[src/rtl/divider_defs.sv]
// -----------------------------------------------------------------------------
// divider_defs
// Shared constants for the restoring divider: operand widths, the number of
// restoring steps per division, the step-counter width and the FSM encoding.
// No ports; imported by restoring_divider and subtractor_9.
// -----------------------------------------------------------------------------
package divider_defs;

    localparam int DIV_NW    = 16;              // dividend / quotient width
    localparam int DIV_DW    = 8;               // divisor / remainder width
    localparam int DIV_STEPS = 16;              // one restoring step per quotient bit
    localparam int DIV_CNT_W = 4;               // wide enough to count DIV_STEPS steps
    localparam int DIV_SUB_W = DIV_DW + 1;      // trial subtraction width

    localparam logic [DIV_CNT_W-1:0] DIV_LAST_STEP = DIV_CNT_W'(DIV_STEPS - 1);

    typedef enum logic [1:0] {
        ST_IDLE = 2'd0,
        ST_RUN  = 2'd1,
        ST_DONE = 2'd2
    } state_t;

endpackage

[src/rtl/full_adder.sv]
// -----------------------------------------------------------------------------
// full_adder
// Single-bit full adder cell used to build ripple arithmetic.
// Ports:
//   a_i, b_i  : addend bits
//   cin_i     : carry in
//   sum_o     : sum bit
//   cout_o    : carry out
// -----------------------------------------------------------------------------
module full_adder (
    input  logic a_i,
    input  logic b_i,
    input  logic cin_i,
    output logic sum_o,
    output logic cout_o
);

    assign sum_o  = a_i ^ b_i ^ cin_i;
    assign cout_o = (a_i & b_i) | (a_i & cin_i) | (b_i & cin_i);

endmodule

[src/rtl/subtractor_9.sv]
// -----------------------------------------------------------------------------
// subtractor_9
// 9-bit ripple subtractor: diff = a - b, formed as a + ~b + 1 through a chain
// of full_adder cells. cout_o = 1 means no borrow, i.e. a >= b and the
// difference is non-negative.
// Ports:
//   a_i    : minuend (9 bits)
//   b_i    : subtrahend (9 bits)
//   diff_o : a - b modulo 2^9
//   cout_o : 1 when the difference is non-negative
// -----------------------------------------------------------------------------
module subtractor_9
    import divider_defs::*;
(
    input  logic [DIV_SUB_W-1:0] a_i,
    input  logic [DIV_SUB_W-1:0] b_i,
    output logic [DIV_SUB_W-1:0] diff_o,
    output logic                 cout_o
);

    logic [DIV_SUB_W:0] carry;

    // Carry-in of 1 completes the two's complement of b.
    assign carry[0] = 1'b1;

    for (genvar i = 0; i < DIV_SUB_W; i++) begin : g_ripple
        full_adder u_fa (
            .a_i    (a_i[i]),
            .b_i    (~b_i[i]),
            .cin_i  (carry[i]),
            .sum_o  (diff_o[i]),
            .cout_o (carry[i+1])
        );
    end

    assign cout_o = carry[DIV_SUB_W];

endmodule

[src/rtl/restoring_divider.sv]
// -----------------------------------------------------------------------------
// restoring_divider
// Multi-cycle unsigned 16/8 restoring divider. One quotient bit is resolved
// per clock over 16 RUN cycles; a zero divisor bypasses RUN and reports
// quotient all-ones, remainder = low byte of the dividend, dbz = 1.
// Ports:
//   clk       : clock, all state changes on the rising edge
//   rst_n     : synchronous active-low reset
//   start     : request pulse, only looked at while IDLE
//   dividend  : 16-bit unsigned numerator, captured on acceptance
//   divisor   : 8-bit unsigned denominator, captured on acceptance
//   busy      : high throughout RUN
//   done      : one-cycle strobe marking a fresh result
//   quotient  : 16-bit quotient, held between done strobes
//   remainder : 8-bit remainder, held between done strobes
//   dbz       : divide-by-zero flag of the last completed operation
// -----------------------------------------------------------------------------
module restoring_divider
    import divider_defs::*;
#(
    parameter int NW = DIV_NW,
    parameter int DW = DIV_DW
) (
    input  logic          clk,
    input  logic          rst_n,
    input  logic          start,
    input  logic [NW-1:0] dividend,
    input  logic [DW-1:0] divisor,
    output logic          busy,
    output logic          done,
    output logic [NW-1:0] quotient,
    output logic [DW-1:0] remainder,
    output logic          dbz
);

    state_t                 state_q, state_d;
    logic [DW:0]            r_q,     r_d;      // partial remainder
    logic [NW-1:0]          q_q,     q_d;      // dividend shifting out / quotient shifting in
    logic [DW-1:0]          d_q,     d_d;      // latched divisor
    logic [DIV_CNT_W-1:0]   cnt_q,   cnt_d;
    logic [NW-1:0]          quot_q,  quot_d;
    logic [DW-1:0]          rem_q,   rem_d;
    logic                   dbz_q,   dbz_d;

    logic [DW:0]            trial;
    logic [DW:0]            diff;
    logic                   sub_cout;
    logic                   nonneg;
    logic [DW:0]            r_step;
    logic [NW-1:0]          q_step;

    // ---- single restoring step ---------------------------------------------
    assign trial = {r_q[DW-1:0], q_q[NW-1]};

    subtractor_9 u_sub (
        .a_i    (trial),
        .b_i    ({1'b0, d_q}),
        .diff_o (diff),
        .cout_o (sub_cout)
    );

    // R stays below D after every step, so r_q[DW] is always 0 and the 9-bit
    // trial is exact. Should it ever be set, the true shifted value would be
    // at least 2^9 > D, so the step is non-negative regardless of the borrow.
    assign nonneg = sub_cout | r_q[DW];
    assign r_step = nonneg ? diff : trial;
    assign q_step = {q_q[NW-2:0], nonneg};

    // ---- next-state / datapath control -------------------------------------
    always_comb begin
        state_d = state_q;
        r_d     = r_q;
        q_d     = q_q;
        d_d     = d_q;
        cnt_d   = cnt_q;
        quot_d  = quot_q;
        rem_d   = rem_q;
        dbz_d   = dbz_q;

        unique case (state_q)
            ST_IDLE: begin
                if (start) begin
                    r_d   = '0;
                    q_d   = dividend;
                    d_d   = divisor;
                    cnt_d = '0;
                    if (divisor == '0) begin
                        state_d = ST_DONE;
                        quot_d  = '1;
                        rem_d   = dividend[DW-1:0];
                        dbz_d   = 1'b1;
                    end else begin
                        state_d = ST_RUN;
                    end
                end
            end

            ST_RUN: begin
                r_d   = r_step;
                q_d   = q_step;
                cnt_d = cnt_q + 1'b1;
                // Results are published on the same edge that enters DONE so
                // they are visible exactly while done is high.
                if (cnt_q == DIV_LAST_STEP) begin
                    state_d = ST_DONE;
                    quot_d  = q_step;
                    rem_d   = r_step[DW-1:0];
                    dbz_d   = 1'b0;
                end
            end

            ST_DONE: begin
                state_d = ST_IDLE;
            end

            default: begin
                state_d = ST_IDLE;
            end
        endcase
    end

    // ---- state registers ---------------------------------------------------
    always_ff @(posedge clk) begin
        if (!rst_n) begin
            state_q <= ST_IDLE;
            r_q     <= '0;
            q_q     <= '0;
            d_q     <= '0;
            cnt_q   <= '0;
            quot_q  <= '0;
            rem_q   <= '0;
            dbz_q   <= 1'b0;
        end else begin
            state_q <= state_d;
            r_q     <= r_d;
            q_q     <= q_d;
            d_q     <= d_d;
            cnt_q   <= cnt_d;
            quot_q  <= quot_d;
            rem_q   <= rem_d;
            dbz_q   <= dbz_d;
        end
    end

    assign busy      = (state_q == ST_RUN);
    assign done      = (state_q == ST_DONE);
    assign quotient  = quot_q;
    assign remainder = rem_q;
    assign dbz       = dbz_q;

endmodule

[config.mk]
export PLATFORM = sky130hd
export DESIGN_NAME = restoring_divider
export DESIGN_NICKNAME = d
export VERILOG_FILES = /design/src/rtl/divider_defs.sv /design/src/rtl/full_adder.sv /design/src/rtl/subtractor_9.sv /design/src/rtl/restoring_divider.sv
export SDC_FILE = /design/constraint.sdc
export NUM_CORES = 1
export LEC_CHECK = 0
export CAP_MARGIN = 20
export CORE_ASPECT_RATIO = 0.75
export CORE_UTILIZATION = 45
export CTS_CLUSTER_SIZE = 8
export DETAILED_ROUTE_END_ITERATION = 8
export PLACE_DENSITY_LB_ADDON = 0.12
export SLEW_MARGIN = 20
export SYNTH_ARGS = -nofsm -noshare
export SYNTH_HDL_FRONTEND = slang
export SYNTH_SLANG_ARGS = --single-unit
export TNS_END_PERCENT = 1
[constraint.sdc]
create_clock -name clk -period 12.6 [get_ports clk]
set_clock_uncertainty 0.05 [all_clocks]
set_input_delay 3.78 -clock clk [delete_from_list [all_inputs] [get_ports clk]]
set_output_delay 3.78 -clock clk [all_outputs]
set_load 0.05 [all_outputs]
* Word-level counts from Yosys, hierarchy flattened
Index checks and enable logic that the tools add are counted.
Storage, ports and cells: bits in registers 64, output and inout port bits 27
Cells by class: $add $sub $neg 1, eq/ne operators 6, muxes and demuxes 23, bitwise gates (word level) 68, reductions and logical operators 7
Operators with widths (count):
- 16-bit 2-to-1 mux | 4
- 16-bit case mux with 2 select lines | 2
- 8-bit 2-to-1 mux | 3
- 1-bit bitwise AND | 23
- 1-bit OR | 19
- 9-bit 2-to-1 mux | 2
- 9-bit case mux with 2 select lines | 1
- 8-bit case mux with 2 select lines | 1
- 1-bit bitwise XOR | 16
- 1-bit inverter | 10
- 8-bit logical NOT | 1
- 4-bit case mux with 2 select lines | 1
- 2-bit 2-to-1 mux | 3
- 2-bit AND reduction | 3
- 4-bit by 1-bit adder with 4-bit output, second input constant | 1
- 4-bit == test, second input constant | 1
- 4-bit 2-to-1 mux | 1
- 2-bit != test, second input constant | 2
- 2-bit case mux with 2 select lines | 1
- 4-bit AND reduction | 1
- 1-bit 2-to-1 mux | 3
- 2-bit by 1-bit == test with 1-bit output, second input constant | 1
- 2-bit == test, second input constant | 1
- 2-bit logical NOT | 1
- other kinds (3) | 3

* Logic depth before layout (Yosys ltp)
Gate-level depths: netlist of run 1.
depth after elaboration 32, gate-level depth with buffers 17

* Hierarchy
From an unflattened synthesis of run 1, not the netlist that was laid out.
Second synthesis, totals: cells, all modules 313, area, all modules 2971.6 µm²
By module, submodules not included:
- restoring_divider | instances 1, cells an instance 294, area an instance 2753.9 µm²
- full_adder | instances 9, cells an instance 1, area an instance 20.0 µm²
- subtractor_9 | instances 1, cells an instance 10, area an instance 37.5 µm²

* Worst setup path after synthesis of run 1
No wires, ideal clock.
path kind input to register, from input divisor[3], to register rem_q[3] (netlist: remainder[3]), arrival time 5.270 ns, required time 12.490 ns, slack 7.220 ns, stages 6, buffers on the path 2, cells stage by stage or4_1 -> or3_1 -> buf_2 -> buf_6 -> a221oi_2 -> a41o_1
On the way: word-level cells in the longest chain between the ends 3
Ends and longest elaborated chain:
- start: declaration | line restoring_divider.sv:28 | input logic [DW-1:0] divisor,
- 8-bit logical NOT | line restoring_divider.sv:87 | if (divisor == '0) begin
- 2-bit != test (no source line)
- 4-bit AND reduction (no source line)
- end signal: assignment | line restoring_divider.sv:140 | rem_q <= rem_d;
- end: declaration | line restoring_divider.sv:42 | logic [DW-1:0] rem_q, rem_d;
Every way passes these cells. A chain may end at the register's enable or synchronous reset.

* Worst setup path after layout of run 1
from register state_q[1], to output busy
On the way: word-level cells in the longest chain between the ends 1
Ends and longest elaborated chain:
- start: declaration | line restoring_divider.sv:36 | state_t state_q, state_d;
- start signal: assignment | line restoring_divider.sv:134 | state_q <= state_d;
- 2-bit by 1-bit == test with 1-bit output | line restoring_divider.sv:145 | assign busy = (state_q == ST_RUN);
- end: declaration | line restoring_divider.sv:29 | output logic busy,
Every way passes these cells.

==> impl_results.md, run 1 <==
* Status: completed
* Sum Neg Setup Slack at 0 ns
* Layout cell share with drive strength beyond 1 at 0.0932
* Reg-to-Reg Start: d_q[0]
* Slew @ Worst Pin at 1.11 ns
* Post-route core utilization at 0.612
* Slew HR at 0.260
* Post-synthesis sequential area ratio at 0.440
* Fillers at 524
* Reg2reg end: remainder[6]
* Required @ worst endpoint at 8.77 ns
* Flop-to-flop setup slack at 7.76 ns
* # IOs at 54
* Endpoints failing setup at 0
* Worst-path maximum fanout at 53
* Std-Cell Rows at 24
* Largest net degree at the start of global routing at 71
* DRT Wirelength at 6550 µm
* Final net count at 397
* Postcts setup bufs at 0
* Buffers on Ports at 53
* Leading area contributor after synthesis: dfxtp_1
* Via Count at 2334
* Drt drc at 0
* Die area at 6790 µm²
* Tcrit/Tclk final at 0.508
* Synthesized area per cell at 9.09 µm²
* Fin crit period at 6.40 ns
* Dominant cell by count in the synthesized netlist: nand2_1
* Hold Path End: quotient[13]
* YS warnings at 0
* CP peak stage delay at 0.93 ns
* DRT iter0 DRCs at 144
* Hold Startpoint: quotient[13]
* Hold WC Path Type: reg -> reg
* Wire length per cell at 14.8 µm
* Total GRT Usage at 0.212
* Async SR Flop Fraction at 0
* Fin. Hold Viols at 0
* Vias in the first global route at 2244
* Post-synth EDFFs at 0
* Pre-antenna DRT Iters at 4
* GP Congestion at 0.729
* Die boundary height at 71.6 µm
* Worst setup path category: reg -> out
* Worst r2r path cells at 15
* Peak VDD IR at 0.0000685 V
* Cells along the critical path: nand2b_1, buf_4, inv_1, clkdlybuf4s50_1
* Via density at 5.27
* Critical Path AT at 2.57 ns
* Post-synthesis cell type count at 36
* Placed Instances at 427
* RSZ-0062 raised after global routing: false
* Initial core utilization at 0.482
* Pwr Density at 141 nW/µm²
* CTS max path bufs at 2
* Clk_lat worst skew at 0.34 ns
* Primary FF master, synth: dfxtp_1
* Synth top area cells: dfxtp_1 44%, nand2_1 8.6%, mux2i_1 5.5%
* Post-DP HPWL at 4230 µm
* First-pass GRT wire length at 10900 µm
* Leakage power at 0.00148 µW
* Antenna violations before repair at 0
* DRT antenna net count at 0
* Synth Register Bits at 64
* Post-placement cell area at 3440 µm²
* Layout Cells excl Fill at 443
* Antenna cells at 0
* Slowest stage cell, crit path: clkdlybuf4s50_1
* Die width at 94.8 µm
* Clock Pin Slew Worst Setup and Hold Paths at 0.07 ns
* Design Area, Final at 3690 µm²
* H-tree levels at 3
* Post-Syn Area at 2910 µm²
* Max Cap Viol at 0
* Core area at 6040 µm²
* CTS root buffer: clkbuf_8
* Post-synthesis cell count at 320
* Total CTS buffers at 9
* Post-CTS resize count at 0
* Grt ovf at 0
* Post-Syn Nets at 357
* P&R area growth vs syn at 27.0%
* Post-synth top cells: 67 x nand2_1, 64 x dfxtp_1, 24 x o21ai_0
* Peak Freq at 0.156 GHz
* Hold_buf cts at 0
* CTS tree: built
* Critical path capture point type: output pin
* Startpoint types: flop
* Design Power at 520 µW
* Slew Viols, Final at 0
* Clk sinks at 64
* Share of the synthesized area in the top cell type at 0.440
* Hold path depth at 2
## worst max-delay path: cells and delay by family (launching register included)
kind / cells / cell delay (ns)
buffers and inverters: 3 / 1.77
and+or+nand+nor: 1 / 0.14
DFF: 1 / 0.33
## where the power goes
part / internal, µW / total (µW) / switching (µW)
clock: 142 / 220 / 78.6
combinational: 33.2 / 79.7 / 46.4
sequential: 213 / 219 / 6.97
total: 388 / 520 / 132
## kinds of logic after synthesis
kind of cell	synth area share
buffers and inverters	0.0563
adders and majority gates	0.0611
AOI/OAI and AO/OA	0.217
and+or+nand+nor	0.170
muxes	0.0551
DFF	0.440
## cell type report
cell class              instances  area (µm²)  share of cell area
clock buffers                  11         151              0.0410
clock inverters                 5         103              0.0278
inverters                      12        45.0              0.0122
multi-input cells             217        1470               0.398
flip-flops and latches         64        1280               0.347
well taps                      78        97.6              0.0264
repair buffers                 56         548               0.148
## worst max-delay path by stage
stage | depth (start not counted) | endpoint | start
finish | 4 | busy | state_q[1]
global route | 4 | busy | state_q[1]
CTS | 4 | busy | state_q[1]
detailed placement | 6 | quotient[0] | start
global placement | 6 | quotient[4] | start
floorplan | 6 | remainder[3] | divisor[3]
## flip-flops by register name, indices dropped and copies added, names as in the netlist
name       count
cnt_q          4
q_q           16
remainder      8
dbz            1
d_q            8
r_q            9
state_q        2
quotient      16
## cell usage in the layout (no fill, tap or decap), drive strengths merged, types with 2 or more instances in the layout
cell type	instances
a21boi	14
a221oi	6
a31oi	11
a41o	6
and2	8
buf	4
bufinv	3
clkbuf	11
clkdlybuf4s50	52
dfxtp	64
fa	7
ha	3
inv	12
mux2i	16
nand2	68
nand2b	2
nand3	15
nor2	5
nor2b	2
o211a	8
o211ai	2
o21ai	24
o221a	7
o31ai	2
or4	2
## per-stage QoR
stage | hold WS [ns] | setup slack, ns
floorplan | 0.393 | 7.22
global placement | 0.392 | 6.40
detailed placement | 0.402 | 6.36
CTS | 0.413 | 6.18
global route | 0.437 | 6.03
finish | 0.408 | 6.20
## layer usage
metal / part of all wire / track usage / vias to the layer above
li1: - / - / 1200
met1: 0.51 / 0.303 / 1060
met2: 0.42 / 0.307 / 69
met3: 0.063 / 0.0711 / 5
met4: 0.0087 / 0.0522 / 0
met5: 0 / 0 / -
No activity file was read; power rests on OpenSTA's default activity.
==> run 2, diff against run 1 <==
- clock period: 12.6 -> 5.6 ns (I/O delays scaled with it)
==> run 2 against run 1 <==
Compared with the run above:
- sequential power rose by 130%
- largest cell class unchanged
- sequential share of layout area fell by 0.39 points
- core utilization rose by 0.70 points
- highest routed layer unchanged
- combinational power rose by 130%
- final cell count rose by 0.23%
- non-clock buffer count rose by 1
- total power rose by 130%
- flip-flop and latch count did not move
- clock-buffer cell count did not move
- first-iteration DRC count fell by 10%
- global-route usage rose by 0.61 points
- final area rose by 1.2%
==> impl_results.md, run 2 (synthesis results as in run 1) <==
* Delay-heaviest family, CP: adder cells
* Post-route core utilization at 0.619 (+0.00705)
* GP Congestion at 0.756 (+3.7%)
* Vias in the first global route at 2274 (+1.3%)
* P&R area growth vs syn at 28.5%
* First-pass GRT wire length at 11100 µm (+2.3%)
* Drt drc at 0 (unchanged)
* # IOs at 54 (unchanged)
* Wire length per cell at 15.2 µm (+2.7%)
* Total CTS buffers at 9 (unchanged)
* Fin. Hold Viols at 0 (unchanged)
* H-tree levels at 3 (unchanged)
* Postcts setup bufs at 0 (unchanged)
* Critical path capture point type: flop
* Die area at 6790 µm² (unchanged)
* Initial core utilization at 0.482 (unchanged)
* Worst r2r path cells at 16 (+1)
* Clock Pin Slew Worst Setup and Hold Paths at 0.07 ns (about the same)
* Via Count at 2380 (+2.0%)
* Startpoint types: flop
* RSZ-0062 raised after global routing: false
* Peak Freq at 0.215 GHz
* Post-CTS resize count at 0 (unchanged)
* Grt ovf at 0 (unchanged)
* Max Cap Viol at 0 (unchanged)
* CTS max path bufs at 2 (unchanged)
* Layout cell share with drive strength beyond 1 at 0.0929 (-0.000255)
* CP peak stage delay at 0.43 ns (-0.50 ns)
* Sum Neg Setup Slack at 0 ns (unchanged)
* Core area at 6040 µm² (unchanged)
* DRT Wirelength at 6740 µm (+3.0%)
* Critical Path AT at 4.85 ns (+2.28 ns)
* Die boundary height at 71.6 µm (unchanged)
* Flop-to-flop setup slack at 0.94 ns (-6.82 ns)
* Worst setup path category: reg -> reg
* Total GRT Usage at 0.218 (+0.00612)
* Crit path depth at 16 (+12)
* CTS tree: built
* Reg2reg end: remainder[6]
* Hold_buf cts at 0 (unchanged)
* Std-Cell Rows at 24 (unchanged)
* Final net count at 398 (+0.25%)
* Most frequent CP cell: fa_1
* Hold WC Path Type: reg -> reg
* Largest net degree at the start of global routing at 71 (unchanged)
* Commonest non-fill, non-tap cell in the layout: nand2_1
* Worst Setup EP: remainder[6]
* Clk sinks at 64 (unchanged)
* Layout Cells excl Fill at 444 (+0.23%)
* Endpoints failing setup at 0 (unchanged)
* Clk_lat worst skew at 0.34 ns (about the same)
* Design Power at 1210 µW (+130%)
* Required @ worst endpoint at 5.79 ns (-2.98 ns)
* Worst-path maximum fanout at 12 (-77%)
* Slew HR at 0.529 (+0.269)
* Antenna cells at 0 (unchanged)
* DRT antenna net count at 0 (unchanged)
* Via density at 5.36 (+1.7%)
* Commonest non-fill, non-tap cells in the layout: 67 x nand2_1, 64 x dfxtp_1, 52 x clkdlybuf4s50_1
* Reg-to-Reg Start: q_q[15]
* Pwr Density at 323 nW/µm² (+130%)
* Critical Path Start: q_q[15]
* Placed Instances at 427 (unchanged)
* CTS root buffer: clkbuf_8
* Status: completed
* Post-DP HPWL at 4380 µm (+3.5%)
* Slew @ Worst Pin at 0.706 ns (-0.405 ns)
* Tcrit/Tclk final at 0.832
* DRT iter0 DRCs at 129 (-10%)
* Cells along the critical path: inv_1, ha_1, inv_1, fa_1, fa_1, fa_1, fa_1, fa_1, fa_1, inv_1, fa_1, ha_1, nand2b_1, mux2i_1, a221oi_2, a41o_1
* Buffers on Ports at 53 (unchanged)
* Die width at 94.8 µm (unchanged)
* Peak VDD IR at 0.000188 V (+170%)
* Antenna violations before repair at 0 (unchanged)
* Number of buffer and inverter stages on the critical path at 3 (unchanged)
* Fin crit period at 4.66 ns
* Slowest stage cell, crit path: fa_1
* Pre-antenna DRT Iters at 4 (unchanged)
* Slew Viols, Final at 0 (unchanged)
* Leakage power at 0.00149 µW (+1.1%)
==> run 2: changes by cell type in the layout (fill, tap and decap cells not counted) <==
cell / previous run / this run
buf_16: 0 / 1
bufinv_16: 3 / 4
clkbuf_1: 0 / 1
clkbuf_8: 11 / 10
clkinv_2: 1 / 0
==> run 2: routing by layer <==
layer | global-route usage | up-vias | part of all wire
met5 | 0 | - | 0
met4 | 0.0707 | 0 | 0.0064
met3 | 0.0679 | 8 | 0.055
met2 | 0.307 | 56 | 0.42
met1 | 0.315 | 1111 | 0.52
li1 | - | 1205 | -
==> run 2: how the worst min path moves through the flow <==
stage | from | to | slack [ns] | depth (start not counted)
floorplan | d_q[1] | d_q[1] | 0.39 | 2
global placement | quotient[10] | quotient[10] | 0.39 | 2
detailed placement | quotient[11] | quotient[11] | 0.40 | 2
CTS | quotient[9] | quotient[9] | 0.41 | 2
global route | quotient[8] | quotient[8] | 0.42 | 2
finish | quotient[12] | quotient[12] | 0.41 | 2
==> run 2: cell type report <==
| type | instances | area (µm²) |
|---|---|---|
| well taps | 78 | 97.6 |
| repair buffers | 57 | 576 |
| inverters | 12 | 45.0 |
| clock buffers | 11 | 141 |
| clock inverters | 5 | 128 |
| flip-flops and latches | 64 | 1280 |
| multi-input cells | 217 | 1470 |
| fillers | 527 | 2300 |
==> run 2: power breakdown <==
part | internal, µW | switching (µW)
Sequential | 478 | 16.4
Combinational | 77.0 | 105
Clock | 353 | 177
==> run 2: worst min-delay path, cell delays in order, from the launching register on <==
cell     delay (ns)
dfxtp_1        0.31
nand2_1        0.05
mux2i_1        0.05
==> run 2: stage by stage <==
step | hold WS (ns) | setup slack [ns] | instance area, µm²
3_5_place_dp | 0.395 | 0.936 | 3440
4_1_cts | 0.413 | 0.931 | 3710
3_3_place_gp | 0.395 | 1.03 | 3440
5_1_grt | 0.425 | 0.629 | 3740
2_1_floorplan | 0.393 | 1.17 | 2910
6_report | 0.408 | 0.940 | 3740
==> run 3, diff against run 2 <==
- clock period: 5.6 -> 4.7 ns (I/O delays scaled with it)
==> run 3 against run 2 <==
Compared with the run above:
- sequential share of layout area grew 0.64 points
- non-clock buffer count rose by 2
- critical endpoint is now remainder[3]
- worst setup slack worse by 0.66 ns
- wire length down 0.42%
- die area stayed put
- clock power decreased by 12%
- final area decreased by 1.8%
- highest routed layer unchanged
- core utilization is 1.1 points lower
- global-route usage is 0.050 points lower
==> impl_results.md, run 3 (synthesis results as in run 1) <==
* Status: completed
* Max Cap Viol at 0 (unchanged)
* Reg2reg end: remainder[3]
* Hold_buf cts at 0 (unchanged)
* Worst-path maximum fanout at 8 (-4)
* Largest net degree at the start of global routing at 58 (-18%)
* Slowest stage cell, crit path: fa_1
* Postcts setup bufs at 0 (unchanged)
* Slew Viols, Final at 0 (unchanged)
* Sum Neg Setup Slack at 0 ns (unchanged)
* DRT iter0 DRCs at 133 (+3.1%)
* Cells along the critical path: inv_1, ha_1, inv_1, fa_1, fa_1, fa_1, fa_1, fa_2, fa_1, inv_1, fa_1, ha_1, nand2b_1, buf_4, mux2i_1, a221oi_2, a41o_1
* Slew HR at 0.413 (-0.116)
* Initial core utilization at 0.482 (unchanged)
* Layout cell share with drive strength beyond 1 at 0.106 (+0.0134)
* Most frequent CP cell: fa_1
* Leakage power at 0.00145 µW (-2.9%)
* Antenna cells at 0 (unchanged)
* Tcrit/Tclk final at 0.941 (+0.109)
* Die area at 6790 µm² (unchanged)
* Vias in the first global route at 2255 (-0.84%)
* P&R area growth vs syn at 26.1%
* Total CTS buffers at 9 (unchanged)
* Peak Freq at 0.226 GHz (+5.3%)
* Layout Cells excl Fill at 445 (+0.23%)
* Pre-antenna DRT Iters at 4 (unchanged)
* Startpoint types: flop
* Worst setup path category: reg -> reg
* Clock Pin Slew Worst Setup and Hold Paths at 0.07 ns (about the same)
* Hold WC Path Type: reg -> reg
* Fillers at 527 (unchanged)
* # IOs at 54 (unchanged)
* Slew @ Worst Pin at 0.880 ns (+0.174 ns)
* Via Count at 2413 (+1.4%)
* Buffers on Ports at 53 (unchanged)
* Design Area, Final at 3670 µm² (-1.8%)
* H-tree levels at 3 (unchanged)
* Core area at 6040 µm² (unchanged)
* DRT Wirelength at 6710 µm (-0.42%)
* Reg-to-Reg Start: q_q[15]
* Post-CTS resize count at 0 (unchanged)
* CTS tree: built
* Post-DP HPWL at 4490 µm (+2.4%)
* Drt drc at 0 (unchanged)
* Fin crit period at 4.42 ns (-0.235 ns)
* Required @ worst endpoint at 4.88 ns (-0.91 ns)
* Fin. Hold Viols at 0 (unchanged)
* RSZ-0062 raised after global routing: false
* GP Congestion at 0.774 (+2.3%)
* Grt ovf at 0 (unchanged)
* Pwr Density at 351 nW/µm² (+8.7%)
* Clk sinks at 64 (unchanged)
* Die width at 94.8 µm (unchanged)
* Total GRT Usage at 0.217 (-0.000503)
* Post-placement cell area at 3460 µm² (+0.65%)
* Wire length per cell at 15.1 µm (-0.64%)
* Worst r2r path cells at 17 (+1)
* Hold Startpoint: quotient[12]
* Final net count at 400 (+0.50%)
* Hold Path End: quotient[12]
* CTS max path bufs at 2 (unchanged)
* Peak VDD IR at 0.000194 V (+3.6%)
* Commonest non-fill, non-tap cell in the layout: nand2_1
* CTS root buffer: clkbuf_8
* Via density at 5.42 (+1.2%)
* Placed Instances at 430 (+0.70%)
* Endpoints failing setup at 0 (unchanged)
* First-pass GRT wire length at 11100 µm (-0.24%)
* Die boundary height at 71.6 µm (unchanged)
* CP peak stage delay at 0.44 ns (about the same)
* Critical Path AT at 4.61 ns (-0.24 ns)
* Clk_lat worst skew at 0.34 ns (about the same)
* Std-Cell Rows at 24 (unchanged)
* Critical path capture point type: flop
* Flop-to-flop setup slack at 0.28 ns (-0.66 ns)
* Commonest non-fill, non-tap cells in the layout: 67 x nand2_1, 64 x dfxtp_1, 52 x clkdlybuf4s50_1
* DRT antenna net count at 0 (unchanged)
* Hold path depth at 2 (unchanged)
* Antenna violations before repair at 0 (unchanged)
run 3: cell count changes in the layout (fill, tap and decap cells not counted), moves of 2 or more:
cell / previous run / this run
buf_4: 3 / 6
bufinv_16: 4 / 1
clkinvlp_4: 1 / 3
mux2i_1: 16 / 14
mux2i_2: 0 / 2
run 3: worst max-delay path by stage:
| stage | slack, ns | start | endpoint |
|---|---|---|---|
| 2_1_floorplan | 0.27 | q_q[15] | remainder[4] |
| 3_3_place_gp | 0.32 | q_q[15] | remainder[5] |
| 3_5_place_dp | 0.24 | q_q[15] | remainder[6] |
| 4_1_cts | 0.21 | q_q[15] | remainder[1] |
| 5_1_grt | 0.03 | q_q[15] | remainder[1] |
| 6_report | 0.28 | q_q[15] | remainder[3] |
run 3: per-stage QoR:
| step | utilization | hold slack [ns] | total power [µW] | setup slack [ns] |
|---|---|---|---|---|
| after global placement | 0.574 | 0.396 | 819 | 0.324 |
| final | 0.608 | 0.410 | 1290 | 0.275 |
| after global routing | 0.608 | 0.431 | 1350 | 0.0252 |
| after detailed placement | 0.574 | 0.397 | 823 | 0.236 |
| after floorplan | - | 0.393 | 748 | 0.274 |
| after CTS | 0.606 | 0.414 | 1290 | 0.215 |
run 3: power breakdown:
group | leakage, µW | total, µW | switching (µW) | internal [µW]
Sequential | 0.000521 | 590 | 19.7 | 570
Combinational | 0.000839 | 232 | 129 | 103
Clock | 0.0000904 | 467 | 211 | 255
run 3: routing by layer:
layer,GRT usage,up-vias,part of all wire
met4,0.0859,0,0.017
met1,0.310,1147,0.53
met2,0.312,46,0.42
li1,-,1210,-
met5,0,-,0
met3,0.0584,10,0.041
run 3: worst max-delay path: cells and delay by family (launching register included):
family / cells / cell delay (ns)
flip-flops: 1 / 0.33
adder cells (fa/ha/maj): 9 / 2.94
multiplexers: 1 / 0.22
buffers and inverters: 4 / 0.38
AND/OR/NAND/NOR: 1 / 0.07
AO/OA/AOI/OAI: 2 / 0.33
run 3: final cells by class:
cell class | count | area [µm²] | share of cell area
clock inverter | 5 | 57.6 | 0.0157
sequential | 64 | 1280 | 0.349
multi-input combinational | 217 | 1480 | 0.403
timing repair buffer | 59 | 571 | 0.156
tap | 78 | 97.6 | 0.0266
inverter | 12 | 45.0 | 0.0123
clock buffer | 10 | 138 | 0.0375
